$ cat src/rtl/warmboot_ctrl.sv
// warmboot_ctrl: holds the fabric in reset, requests a slot bitstream from the loader,
// releases the fabric once loaded, and falls back once to golden slot 0 on load error.
module warmboot_ctrl #(
    parameter int SLOT_BITS      = 4,
    parameter int ADDR_WIDTH     = 24,
    parameter int BASE_ADDR      = 0,
    parameter int SLOT_SHIFT     = 16,
    parameter int RESET_CYCLES   = 16,
    parameter int RELEASE_CYCLES = 8
) (
    input  logic                  CLK,
    input  logic                  resetn,
    input  logic                  boot_i,
    input  logic [SLOT_BITS-1:0]  slot_i,
    output logic                  fabric_reset_o,
    output logic                  configured_o,
    output logic                  cfg_req_o,
    output logic [ADDR_WIDTH-1:0] cfg_addr_o,
    input  logic                  cfg_ack_i,
    input  logic                  cfg_done_i,
    input  logic                  cfg_error_i,
    output logic [SLOT_BITS-1:0]  loaded_slot_o,
    output logic                  error_o
);
    typedef enum logic [2:0] {HOLD, REQ, LOAD, POST, IDLE, ERROR} state_t;

    localparam int MAX_CYCLES = RESET_CYCLES > RELEASE_CYCLES ? RESET_CYCLES : RELEASE_CYCLES;
    localparam int CW = $clog2(MAX_CYCLES + 1);
    localparam logic [CW-1:0] HOLD_LOAD = CW'(RESET_CYCLES - 1);
    localparam logic [CW-1:0] POST_LOAD = CW'(RELEASE_CYCLES - 1);
    localparam logic [ADDR_WIDTH-1:0] BASE = ADDR_WIDTH'(BASE_ADDR);

    state_t                  state_q, state_d;
    logic [CW-1:0]           cnt_q, cnt_d;
    logic                    sync1_q, sync2_q, prev_q;
    logic                    fabric_reset_q, fabric_reset_d;
    logic                    configured_q, configured_d;
    logic                    cfg_req_q, cfg_req_d;
    logic [ADDR_WIDTH-1:0]   cfg_addr_q, cfg_addr_d;
    logic [SLOT_BITS-1:0]    loaded_slot_q, loaded_slot_d;
    logic                    error_q, error_d;
    logic                    fallback_q, fallback_d;
    logic                    boot_edge;
    logic [ADDR_WIDTH-1:0]   slot_addr;

    assign boot_edge = sync2_q & ~prev_q;
    // Address arithmetic wraps naturally at ADDR_WIDTH bits.
    assign slot_addr = BASE + (ADDR_WIDTH'(loaded_slot_q) << SLOT_SHIFT);

    always_ff @(posedge CLK or negedge resetn) begin
        if (!resetn) begin
            sync1_q        <= 1'b0;
            sync2_q        <= 1'b0;
            prev_q         <= 1'b0;
            state_q        <= HOLD;
            cnt_q          <= HOLD_LOAD;
            fabric_reset_q <= 1'b1;
            configured_q   <= 1'b0;
            cfg_req_q      <= 1'b0;
            cfg_addr_q     <= BASE;
            loaded_slot_q  <= '0;
            error_q        <= 1'b0;
            fallback_q     <= 1'b0;
        end else begin
            sync1_q        <= boot_i;
            sync2_q        <= sync1_q;
            prev_q         <= sync2_q;
            state_q        <= state_d;
            cnt_q          <= cnt_d;
            fabric_reset_q <= fabric_reset_d;
            configured_q   <= configured_d;
            cfg_req_q      <= cfg_req_d;
            cfg_addr_q     <= cfg_addr_d;
            loaded_slot_q  <= loaded_slot_d;
            error_q        <= error_d;
            fallback_q     <= fallback_d;
        end
    end

    always_comb begin
        state_d        = state_q;
        cnt_d          = cnt_q;
        fabric_reset_d = fabric_reset_q;
        configured_d   = configured_q;
        cfg_req_d      = cfg_req_q;
        cfg_addr_d     = cfg_addr_q;
        loaded_slot_d  = loaded_slot_q;
        error_d        = error_q;
        fallback_d     = fallback_q;
        case (state_q)
            IDLE: if (boot_edge) begin
                loaded_slot_d  = slot_i;
                fallback_d     = 1'b0;
                fabric_reset_d = 1'b1;
                configured_d   = 1'b0;
                cnt_d          = HOLD_LOAD;
                state_d        = HOLD;
            end
            HOLD: begin
                cfg_addr_d = slot_addr;
                if (cnt_q == '0) begin
                    cfg_req_d = 1'b1;
                    state_d   = REQ;
                end else begin
                    cnt_d = cnt_q - 1'b1;
                end
            end
            REQ: if (cfg_ack_i) begin
                cfg_req_d = 1'b0;
                state_d   = LOAD;
            end
            LOAD: if (cfg_done_i) begin
                if (!cfg_error_i) begin
                    cnt_d   = POST_LOAD;
                    state_d = POST;
                end else if (loaded_slot_q != '0 && !fallback_q) begin
                    loaded_slot_d = '0;
                    fallback_d    = 1'b1;
                    cnt_d         = HOLD_LOAD;
                    state_d       = HOLD;
                end else begin
                    error_d        = 1'b1;
                    fabric_reset_d = 1'b1;
                    configured_d   = 1'b0;
                    cfg_req_d      = 1'b0;
                    state_d        = ERROR;
                end
            end
            POST: begin
                if (cnt_q == '0) begin
                    fabric_reset_d = 1'b0;
                    configured_d   = 1'b1;
                    state_d        = IDLE;
                end else begin
                    cnt_d = cnt_q - 1'b1;
                end
            end
            ERROR: ;
            default: begin
                error_d        = 1'b1;
                fabric_reset_d = 1'b1;
                configured_d   = 1'b0;
                cfg_req_d      = 1'b0;
                state_d        = ERROR;
            end
        endcase
    end

    assign fabric_reset_o = fabric_reset_q;
    assign configured_o   = configured_q;
    assign cfg_req_o      = cfg_req_q;
    assign cfg_addr_o     = cfg_addr_q;
    assign loaded_slot_o  = loaded_slot_q;
    assign error_o        = error_q;
endmodule

$ cat config.mk
export PLATFORM = sky130hd
export DESIGN_NAME = warmboot_ctrl
export DESIGN_NICKNAME = d
export VERILOG_FILES = /design/src/rtl/warmboot_ctrl.sv
export SDC_FILE = /design/constraint.sdc
export NUM_CORES = 1
export LEC_CHECK = 0
export ABC_AREA = 0
export CAP_MARGIN = 20
export CORE_ASPECT_RATIO = 1.2
export CORE_MARGIN = 10
export CORE_UTILIZATION = 34
export DETAILED_ROUTE_END_ITERATION = 10
export GPL_ROUTABILITY_DRIVEN = 1
export GPL_TIMING_DRIVEN = 0
export PLACE_DENSITY = 0.69
export SYNTH_ARGS = -nofsm -noshare
export SYNTH_HDL_FRONTEND = slang
export SYNTH_SLANG_ARGS = --single-unit
export TNS_END_PERCENT = 20
$ cat constraint.sdc
create_clock -name CLK -period 2 [get_ports CLK]
set_input_delay 0.4 -clock CLK [delete_from_list [all_inputs] [get_ports CLK]]
set_output_delay 0.4 -clock CLK [all_outputs]
set_load 0.05 [all_outputs]
== Yosys cells after proc, flatten, opt, wreduce, memory -nomap -nowiden ==
Cells that the tools add are included.

* Add/sub/neg operators: 1
* Equal/unequal tests: 15
* Multiplexer cells: 38
* Bitwise logic cells: 6
* Reductions and logical operators: 17

{| class="wikitable"
|+ Operators by type and width
! kind !! count
|-
| $mux W5 || 5
|-
| $mux W3 || 7
|-
| $ne A2 B2 Y1 const B || 9
|-
| $pmux W3 S6 || 1
|-
| $reduce_and A6 Y1 || 3
|-
| $mux W4 || 4
|-
| $pmux W5 S3 || 1
|-
| $mux W1 || 14
|-
| $pmux W1 S4 || 3
|-
| $reduce_and A5 Y1 || 2
|-
| $pmux W4 S2 || 1
|-
| $eq A3 B2 Y1 const B || 2
|-
| $eq A3 B3 Y1 const B || 2
|-
| $reduce_or A3 Y1 || 2
|-
| $logic_not A5 Y1 || 1
|-
| $not A1 Y1 || 5
|-
| $reduce_or A5 Y1 || 1
|-
| $sub A5 B1 Y5 const B || 1
|-
| $pmux W1 S2 || 2
|-
| $reduce_and A4 Y1 || 1
|-
| $reduce_bool A4 Y1 || 1
|-
| $eq A3 B1 Y1 const B || 1
|-
| $logic_not A3 Y1 || 1
|-
| $ne A3 B3 Y1 const B || 1
|-
| 6 further kinds || 6
|}

* Bits in registers: 24
* Input bits: 10
* Output and inout bits: 32
* Word-level logic and storage cells: 89

== Logic depth before layout (Yosys ltp) ==
Gate-level depths: netlist (run 1).

* Word-level depth: 6
* Mapped depth: 7
* Gate-level depth less buffers: 7

== Least setup slack after synthesis (run 1) ==
No wires, ideal clock.

* Path type: reg2reg
* Start point: register loaded_slot_q[1], in the netlist loaded_slot_o[1]
* End point: register cnt_q[3]
* Setup time: 0.085 ns
* Arrival time: 1.827 ns
* Required time: 1.915 ns
* Setup slack: 0.088 ns
* Stages on the path, launching flop included: 6
* Buffers on the path: 0
* Period minus slack after synthesis: 1.912 ns
* Cells stage by stage: dfrtp_1 nor4_2 o21ai_1 o211ai_1 a21o_2 mux2_1

* Cells in the longest elaborated chain, start to end: 4

{| class="wikitable"
|+ RTL lines
! item !! RTL line !! RTL
|-
| start, declared || 40 || <nowiki>logic [SLOT_BITS-1:0] loaded_slot_q, loaded_slot_d;</nowiki>
|-
| start signal, assigned || 74 || <nowiki>loaded_slot_q <= loaded_slot_d;</nowiki>
|-
| $reduce_bool A4 Y1 || 116 || <nowiki>end else if (loaded_slot_q != '0 && !fallback_q) begin</nowiki>
|-
| $logic_and A1 B1 Y1 || 116 ||
|-
| $ne A3 B3 Y1 (no source line) || -- ||
|-
| $reduce_and A5 Y1 (no source line) || -- ||
|-
| end signal, assigned || 69 || <nowiki>cnt_q <= cnt_d;</nowiki>
|-
| end, declared || 34 || <nowiki>logic [CW-1:0] cnt_q, cnt_d;</nowiki>
|}

Every way passes these cells.
A chain may end at the register's enable or synchronous reset.

== Worst setup path in the final report (run 1) ==
* Start point: register loaded_slot_q[3], in the netlist loaded_slot_o[3]
* End point: output loaded_slot_o[3]

{| class="wikitable"
|+ RTL lines
! item !! RTL line !! RTL
|-
| end, declared || 22 || <nowiki>output logic [SLOT_BITS-1:0] loaded_slot_o,</nowiki>
|}

No word-level cell between the ends.

==> reports/metrics.yaml, run 1 <==
status: "completed"
max-clock-path-buffers: 2
holdCritStartpoint: "sync1_q"
place_area_sq_mm: 0.00176
worstPathRequired_ns: 1.60
start_util: 0.356
power_density_mw_per_mm2: 1580
grt_pass1_vias: 1127
area_growth_pct: 31.8
worstHoldEndpoint: "sync2_q"
cts_hold_buf: 0
final_area_sq_mm: 0.00187
grt_pass1_wl_mm: 5.28
setup_ws_ns: 0.0772
core_area_sq_mm: 0.00397
die_y_microns: 90.7
clk_pin_slew_ns: 0.08
drtIter0Drc: 17
max_freq_mhz: 520
cap_violations: 0
routabilityCongestion: 0.885
postSynthAreaPerCell_sq_um: 10.2
fill_cells: 398
place_worst_setup_slack_ns: -0.167
critPathLaunchType: "flop"
grt_max_degree: 25
hold-path-cell-count: 0
clock-root-buffer: "clkbuf_8"
drive_above_1_share: 0.285
power.static_leakage_nw: 0.835
critical_path_class: "flop to primary output"
critPathBufInv: 1
routed-via-count: 1081
period_needed_ns: 1.92
io_buffers: 21
nets: 198
tightest_slew_ns: 0.803
setup_viol_count_final: 0
clock_sinks: 24
gr-total-overflow: 0
synth_seq_cells: 24
drc: 0
die_w_microns: 78.9
r2r-end: "cnt_q[3]"
yosysWarnings: 0
vdd_drop_max_v: 0.000732
numCtsBuffers: 3
skew_ns: 0.000884
io_pins: 42
fin_crit_sh: 0.961
htree_levels: 1
r2r_cells: 7
ys_types: 43
diodes: 0
dieArea_sq_mm: 0.00715
slowest_delay_ns: 0.83
path_cells: "clkdlybuf4s50_1"
wl_per_cell_microns: 12.9
path_delay_family: "buffers and inverters"
slowest_stage: "clkdlybuf4s50_1"
drt_pass1_iterations: 4
rsz0062_at_grt: "true"
placedCellCount: 233
cts_tree: "done"
syn_inst: 139
worstSkewPairLatency_ns: 0.27
track_usage: 0.0893
cp.arrival_ns: 1.52
regToRegSetupSlack_ns: 0.09
hold_class: "flop to flop"
routed_wl_mm: 3.09
final_cells: 240
syn_area_sq_mm: 0.00142
layout_common_cells: "buf_4 (22), conb_1 (20), clkdlybuf4s50_1 (20)"
final_common_cell: "buf_4"
cp.depth: 1
slew_headroom: 0.460
end_kind: "primary output"
rows: 25
via_per_inst: 4.50
hold_viol_final: 0
crit_start: "loaded_slot_o[3]"
antenna_found_initial: 0
detail-route-antenna-nets: 0
r2r-start: "cnt_q[1]"
seq_area_frac_synth: 0.429
drv_slew: 0
cp_max_fo: 4
dp_hpwl_mm: 2.43
==> what timing repair did <==
| action | 4_1_cts | 5_1_grt |
|---|---|---|
| gates resized for setup | 2 | 4 |
| setup endpoints to repair | 2 | 6 |
| pin swaps | 1 | 3 |
| setup buffers | 1 | 1 |
==> where the power goes <==
group | internal [W] | switching (W)
Combinational | 0.000711 | 0.00104
Sequential | 0.000702 | 0.000163
Clock | 0.000176 | 0.000154
Total | 0.00159 | 0.00136
==> per-layer routing <==
metal | global-route usage | vias to the layer above | part of all wire
met2 | 0.147 | 26 | 0.50
met3 | 0.0349 | 7 | 0.073
met1 | 0.0973 | 502 | 0.40
met4 | 0.0419 | 0 | 0.021
li1 | - | 546 | -
met5 | 0 | - | 0
==> synthesized netlist by cell type, drive strengths merged <==
library cell | number | share of area
buf | 24 | 0.12
dfrtp | 19 | 0.34
a21oi | 8 | 0.028
nor2 | 8 | 0.021
inv | 7 | 0.019
nor2b | 7 | 0.042
nand2 | 6 | 0.016
o21ai | 6 | 0.021
dfstp | 5 | 0.093
mux2 | 5 | 0.040
nor3b | 5 | 0.027
a22o | 4 | 0.025
nand2b | 4 | 0.018
nor3 | 4 | 0.018
a32oi | 3 | 0.019
or3 | 3 | 0.020
nor4 | 2 | 0.013
o21a | 2 | 0.011
o31ai | 2 | 0.011
a21o | 1 | 0.0062
a22oi | 1 | 0.0053
a31oi | 1 | 0.0044
a32o | 1 | 0.0071
clkbuf | 1 | 0.0026
conb | 1 | 0.0026
ha | 1 | 0.0088
mux2i | 1 | 0.0071
nand3 | 1 | 0.0035
nor4b | 1 | 0.017
o211ai | 1 | 0.0053
o221a | 1 | 0.014
o22a | 1 | 0.0062
or2 | 1 | 0.0044
xor2 | 1 | 0.0062
==> sequential cells by signal (all words and copies together) (netlist names) <==
name / cells
cfg_req_o: 1
prev_q: 1
fabric_reset_o: 1
loaded_slot_o: 4
sync2_q: 1
state_q: 3
sync1_q: 1
cfg_addr_o: 4
configured_o: 1
fallback_q: 1
cnt_q: 5
error_o: 1
==> worst max-delay path by stage <==
stage,to,slack (ns)
detailed placement,cnt_q[3],-0.17
floorplan,cnt_q[3],0.09
global placement,cnt_q[3],-0.16
global route,cnt_q[3],-0.008
finish,loaded_slot_o[3],0.08
CTS,cnt_q[3],0.01
==> layout make-up <==
class | count | area (sq um) | area share
timing repair buffer | 24 | 239 | 0.128
multi-input combinational | 102 | 692 | 0.371
buffer | 25 | 179 | 0.0959
clock buffer | 4 | 55.1 | 0.0295
tap | 54 | 67.6 | 0.0362
inverter | 7 | 26.3 | 0.0141
sequential | 24 | 607 | 0.325
==> stage by stage <==
| stage | utilization | power (W) | hold WS (ns) | TNS [ns] |
|---|---|---|---|---|
| final | 0.470 | 0.00295 | 0.364 | 0 |
| after global routing | 0.470 | 0.00316 | 0.372 | -0.00828 |
| after CTS | 0.460 | 0.00291 | 0.367 | 0 |
| after detailed placement | 0.444 | 0.00256 | 0.348 | -0.285 |
| after global placement | 0.444 | 0.00253 | 0.340 | -0.198 |
| after floorplan | - | 0.00212 | 0.104 | 0 |
==> cells by family after synthesis <==
group,Yosys count,share of synthesized area
simple gates,42,0.199
compound gates,32,0.163
buf+inv,32,0.145
flops,24,0.429
mux,6,0.0469
fa+ha+maj,1,0.00884
other cells,1,0.00265
xor+xnor,1,0.00619
Power figures use the tool's default switching activity.
==> run 2, diff against run 1 <==
ABC_AREA = 1   (was 0)
CORE_UTILIZATION = 30   (was 34)
PLACE_DENSITY = 0.62   (was 0.69)
==> run 2 against run 1 <==
Against the previous run: final area up 9.1%; fmax down 0.84%; final cell count up 30%; count of clock-buffer cells in the layout unchanged; sequential cell count unchanged; routed wire length up 13%; largest power group unchanged; register-to-register slack better by 0.31 ns.
==> reports/metrics.yaml, run 2 <==
slew_headroom: 0.589
antenna_found_initial: 0
routed-via-count: 1311
vdd_drop_max_v: 0.00108
async_flop_share: 1.00
numCtsBuffers: 3
clk_pin_slew_ns: 0.09
hold_class: "flop to flop"
synth_edf_count: 0
htree_levels: 1
final_area_sq_mm: 0.00204
grt_pass1_vias: 1357
synthTopCellsByArea: "dfrtp_1 (30%), nand2_1 (15%), buf_4 (9.3%)"
period_needed_ns: 1.94
io_buffers: 21
final_common_cell: "nand2_1"
drt_pass1_iterations: 5
largest-register: "cnt_q"
layout_common_cells: "nand2_1 (65), buf_4 (20), conb_1 (20), clkdlybuf4s50_1 (20), dfrtp_1 (19)"
slowest_stage: "clkdlybuf4s50_1"
dieArea_sq_mm: 0.00870
worstSkewPairLatency_ns: 0.27
rsz0062_at_grt: "false"
routabilityCongestion: 0.885
cap_violations: 0
drtIter0Drc: 41
via_per_inst: 4.22
grt_max_degree: 25
ys.flop_type: "dfrtp_1"
die_w_microns: 86.8
slowest_delay_ns: 0.84
syn_inst: 204
core_area_sq_mm: 0.00526
fill_cells: 547
detail-route-antenna-nets: 0
critical_path_class: "flop to primary output"
rows: 29
track_usage: 0.0824
worstPathRequired_ns: 1.60
regToRegSetupSlack_ns: 0.40
cp.arrival_ns: 1.54
start_util: 0.306
gr-total-overflow: 0
place_worst_setup_slack_ns: 0.207
dp_hpwl_mm: 2.75
critPathBufInv: 1
routed_wl_mm: 3.50
diodes: 0
nets: 261
die_y_microns: 100
drc: 0
largest_reg_flops: 5
clock_sinks: 24
io_pins: 42
max_freq_mhz: 516
ys_types: 29
status: "completed"
worstHoldEndpoint: "sync2_q"
setup_ws_ns: 0.0610
syn_area_sq_mm: 0.00161
tightest_slew_ns: 0.615
area_growth_pct: 26.6
place_area_sq_mm: 0.00197
path_cells: "clkdlybuf4s50_1"
power_density_mw_per_mm2: 1620
ys_top_cells_by_count: "nand2_1 (65), buf_4 (20), dfrtp_1 (19)"
holdCritStartpoint: "sync1_q"
cts_tree: "done"
cts_hold_buf: 0
hold-path-cell-count: 0
r2r-end: "cnt_q[2]"
wl_per_cell_microns: 11.2
fin_crit_sh: 0.970
synth_top_area_cell: "dfrtp_1"
seq_area_frac_synth: 0.377
crit_start: "loaded_slot_o[3]"
synth.most_common_cell: "nand2_1"
final_core_util: 0.387
critPathLaunchType: "flop"
end_kind: "primary output"
clock-root-buffer: "clkbuf_8"
holdWs_ns: 0.358
yosysWarnings: 0
cp_max_fo: 4
r2r-start: "cnt_q[0]"
hold_viol_final: 0
grt_pass1_wl_mm: 6.02
setup_viol_count_final: 0
tns_ns: 0
drv_slew: 0
power.static_leakage_nw: 1.07
postSynthAreaPerCell_sq_um: 7.88
r2r_cells: 9
synth_seq_cells: 24
skew_ns: 0.00379
max-clock-path-buffers: 2
drive_above_1_share: 0.249
synth_top_area_frac: 0.296
path_delay_family: "buffers and inverters"
==> run 2: cell types whose count changed after synthesis, sizes merged, moves of 5 or more <==
cell / previous run / this run
nor3b: 5 / 0
nand3: 1 / 21
nand2: 6 / 74
nor2b: 7 / 0
inv: 7 / 21
nor2: 8 / 21
mux2: 5 / 0
==> run 2: layer usage <==
| layer | GRT usage | vias up | wire [microns] | share of wire |
|---|---|---|---|---|
| li1 | - | 685 | - | - |
| met4 | 0.0225 | 0 | 40 | 0.011 |
| met1 | 0.0891 | 582 | 1470 | 0.42 |
| met3 | 0.0316 | 5 | 278 | 0.080 |
| met5 | 0 | - | 0 | 0 |
| met2 | 0.145 | 39 | 1710 | 0.49 |
==> run 2: what timing repair did <==
action                                  CTS  global route
buffers inserted                          0             0
gates resized for setup                   1             0
endpoints found under the setup margin    1             0
==> run 2: report_power, final <==
part / switching [W] / internal [W]
clock network: 0.000162 / 0.000176
registers: 0.000146 / 0.000707
logic: 0.00140 / 0.000722
total: 0.00170 / 0.00160
==> run 2: worst max path at each step <==
stage | to | slack, ns | cells past startpoint
after floorplan | loaded_slot_o[1] | 0.57 | 7
after global placement | cfg_addr_o[16] | 0.24 | 1
after detailed placement | cfg_addr_o[16] | 0.21 | 1
after CTS | loaded_slot_o[3] | 0.05 | 1
after global routing | loaded_slot_o[3] | 0.01 | 1
final | loaded_slot_o[3] | 0.06 | 1
==> run 2: final cells by class <==
type	instances	area, sq um	share of cell area
timing repair buffer	22	224	0.110
sequential	24	607	0.298
tap	62	77.6	0.0381
inverter	21	83.8	0.0412
multi-input combinational	155	802	0.394
clock buffer	4	55.1	0.0270
buffer	23	186	0.0916
==> run 2: cells by family (layout without fill, tap and decap cells) <==
logic type,Yosys count,after routing,share of synthesized area
xor gates and xnor gates,1,1,0.00545
adders and majority gates,1,1,0.00778
other,1,20,0.00233
AOI/OAI and AO/OA,14,14,0.0498
DFF,24,24,0.377
and+or+nand+nor,119,119,0.389
buffers and inverters,44,70,0.168
==> run 2: per-stage QoR <==
| stage | instances | power (W) |
|---|---|---|
| final | 311 | 0.00331 |
| after global placement | 306 | 0.00298 |
| after floorplan | 223 | 0.00252 |
| after detailed placement | 306 | 0.00300 |
| after CTS | 310 | 0.00334 |
| after global routing | 311 | 0.00361 |
==> run 3, diff against run 2 <==
SLEW_MARGIN = 10   (was unset)
==> run 3 against run 2 <==
Against the previous run: combinational power about the same; count of clock-buffer cells in the layout is the same; register-to-register slack about the same; worst setup slack better by 0.0016 ns; global-route usage did not move; via count is 0.23% lower; die area stayed put; sequential power about the same; sequential cell count did not move; sequential share of layout area up 0.30 points; worst hold slack got worse by 0.26 ns; first-iteration DRC count fell by 7.3%; critical path type unchanged; largest cell class unchanged.
==> reports/metrics.yaml, run 3 (synthesis results as in run 2) <==
final_cells: 310
largest_reg_flops: 5
critical_path_class: "flop to primary output"
path_delay_family: "buffers and inverters"
slowest_stage: "clkdlybuf4s50_1"
drive_above_1_share: 0.250
power_density_mw_per_mm2: 1640
final_area_sq_mm: 0.00202
drt_pass1_iterations: 4
r2r_cells: 9
grt_pass1_wl_mm: 6.02
cts_tree: "done"
routed_wl_mm: 3.47
die_y_microns: 100
hold_class: "primary input to asynchronous set/reset pin"
cp.arrival_ns: 1.54
layout_common_cells: "nand2_1 (65), buf_4 (20), conb_1 (20)"
diodes: 0
slew_headroom: 0.640
total_power_w: 0.00330
routed-via-count: 1308
largest-register: "cnt_q"
power.static_leakage_nw: 1.06
dieArea_sq_mm: 0.00870
cap_violations: 0
final_core_util: 0.383
detail-route-antenna-nets: 0
place_area_sq_mm: 0.00197
skew_ns: 0.00275
drc: 0
setup_viol_count_final: 0
worstSkewPairLatency_ns: 0.27
grt_max_degree: 25
numCtsBuffers: 3
postCtsSetupRepairBufs: 0
max_freq_mhz: 516
met2_length_mm: 1.68
regToRegSetupSlack_ns: 0.40
fill_cells: 547
topRoutingLayerUsed: "met4"
tns_ns: 0
tightest_slew_ns: 0.541
crit_start: "loaded_slot_o[3]"
htree_levels: 1
clk_pin_slew_ns: 0.09
drtIter0Drc: 38
wl_met1_mm: 1.47
hold_viol_final: 0
area_growth_pct: 25.4
via_per_inst: 4.22
cp_max_fo: 4
drv_slew: 0
crit_path_end: "loaded_slot_o[3]"
critPathLaunchType: "flop"
worstPathRequired_ns: 1.60
track_usage: 0.0824
io_pins: 42
wl_per_cell_microns: 11.2
start_util: 0.306
rsz0062_at_grt: "false"
slowest_delay_ns: 0.84
die_w_microns: 86.8
rows: 29
placedCellCount: 306
path_cells: "clkdlybuf4s50_1"
end_kind: "primary output"
antenna_found_initial: 0
vdd_drop_max_v: 0.00108
met3_length_microns: 275
status: "completed"
fin_crit_sh: 0.969
clock_sinks: 24
gr-total-overflow: 0
r2r-start: "cnt_q[0]"
grt_pass1_vias: 1357
cp.depth: 1
clock-root-buffer: "clkbuf_8"
period_needed_ns: 1.94
critPathBufInv: 1
core_area_sq_mm: 0.00526
final_common_cell: "nand2_1"
routabilityCongestion: 0.885
nets: 260
dp_hpwl_mm: 2.75
max-clock-path-buffers: 2
r2r-end: "cnt_q[2]"
io_buffers: 21
## run 3: how the worst min path moves through the flow
stage | to | start | slack, ns | cells past startpoint
2_1_floorplan | cfg_addr_o[16] | resetn | 0.10 | 0
3_3_place_gp | sync2_q | sync1_q | 0.33 | 0
3_5_place_dp | sync2_q | sync1_q | 0.34 | 0
4_1_cts | sync2_q | sync1_q | 0.36 | 0
5_1_grt | fallback_q | resetn | 0.16 | 1
6_report | loaded_slot_o[2] | resetn | 0.10 | 1
## run 3: through the flow
| stage | hold WS (ns) | setup slack, ns |
|---|---|---|
| 6_report | 0.102 | 0.0626 |
| 2_1_floorplan | 0.104 | 0.567 |
| 3_3_place_gp | 0.335 | 0.240 |
| 4_1_cts | 0.362 | 0.0481 |
| 3_5_place_dp | 0.341 | 0.207 |
| 5_1_grt | 0.157 | 0.0100 |
## run 3: per-layer routing
metal / global-route usage / up-vias
met5: 0 / -
met4: 0.0225 / 0
met3: 0.0316 / 5
met2: 0.145 / 38
met1: 0.0891 / 582
li1: - / 683
## run 3: repair_timing
item,CTS,global route
gates resized for setup,1,0
hold buffers,0,0
endpoints found under the setup margin,1,0
## run 3: area by class of cell
class	instances	area, sq um	area share
tap	62	77.6	0.0385
inverter	21	83.8	0.0416
buffer	23	186	0.0925
timing repair buffer	21	204	0.101
sequential	24	607	0.301
clock buffer	4	55.1	0.0273
multi-input combinational	155	802	0.398
## run 3: power breakdown
part           internal, W  switching (W)
Sequential        0.000707       0.000145
Combinational     0.000718        0.00140
Clock             0.000176       0.000162
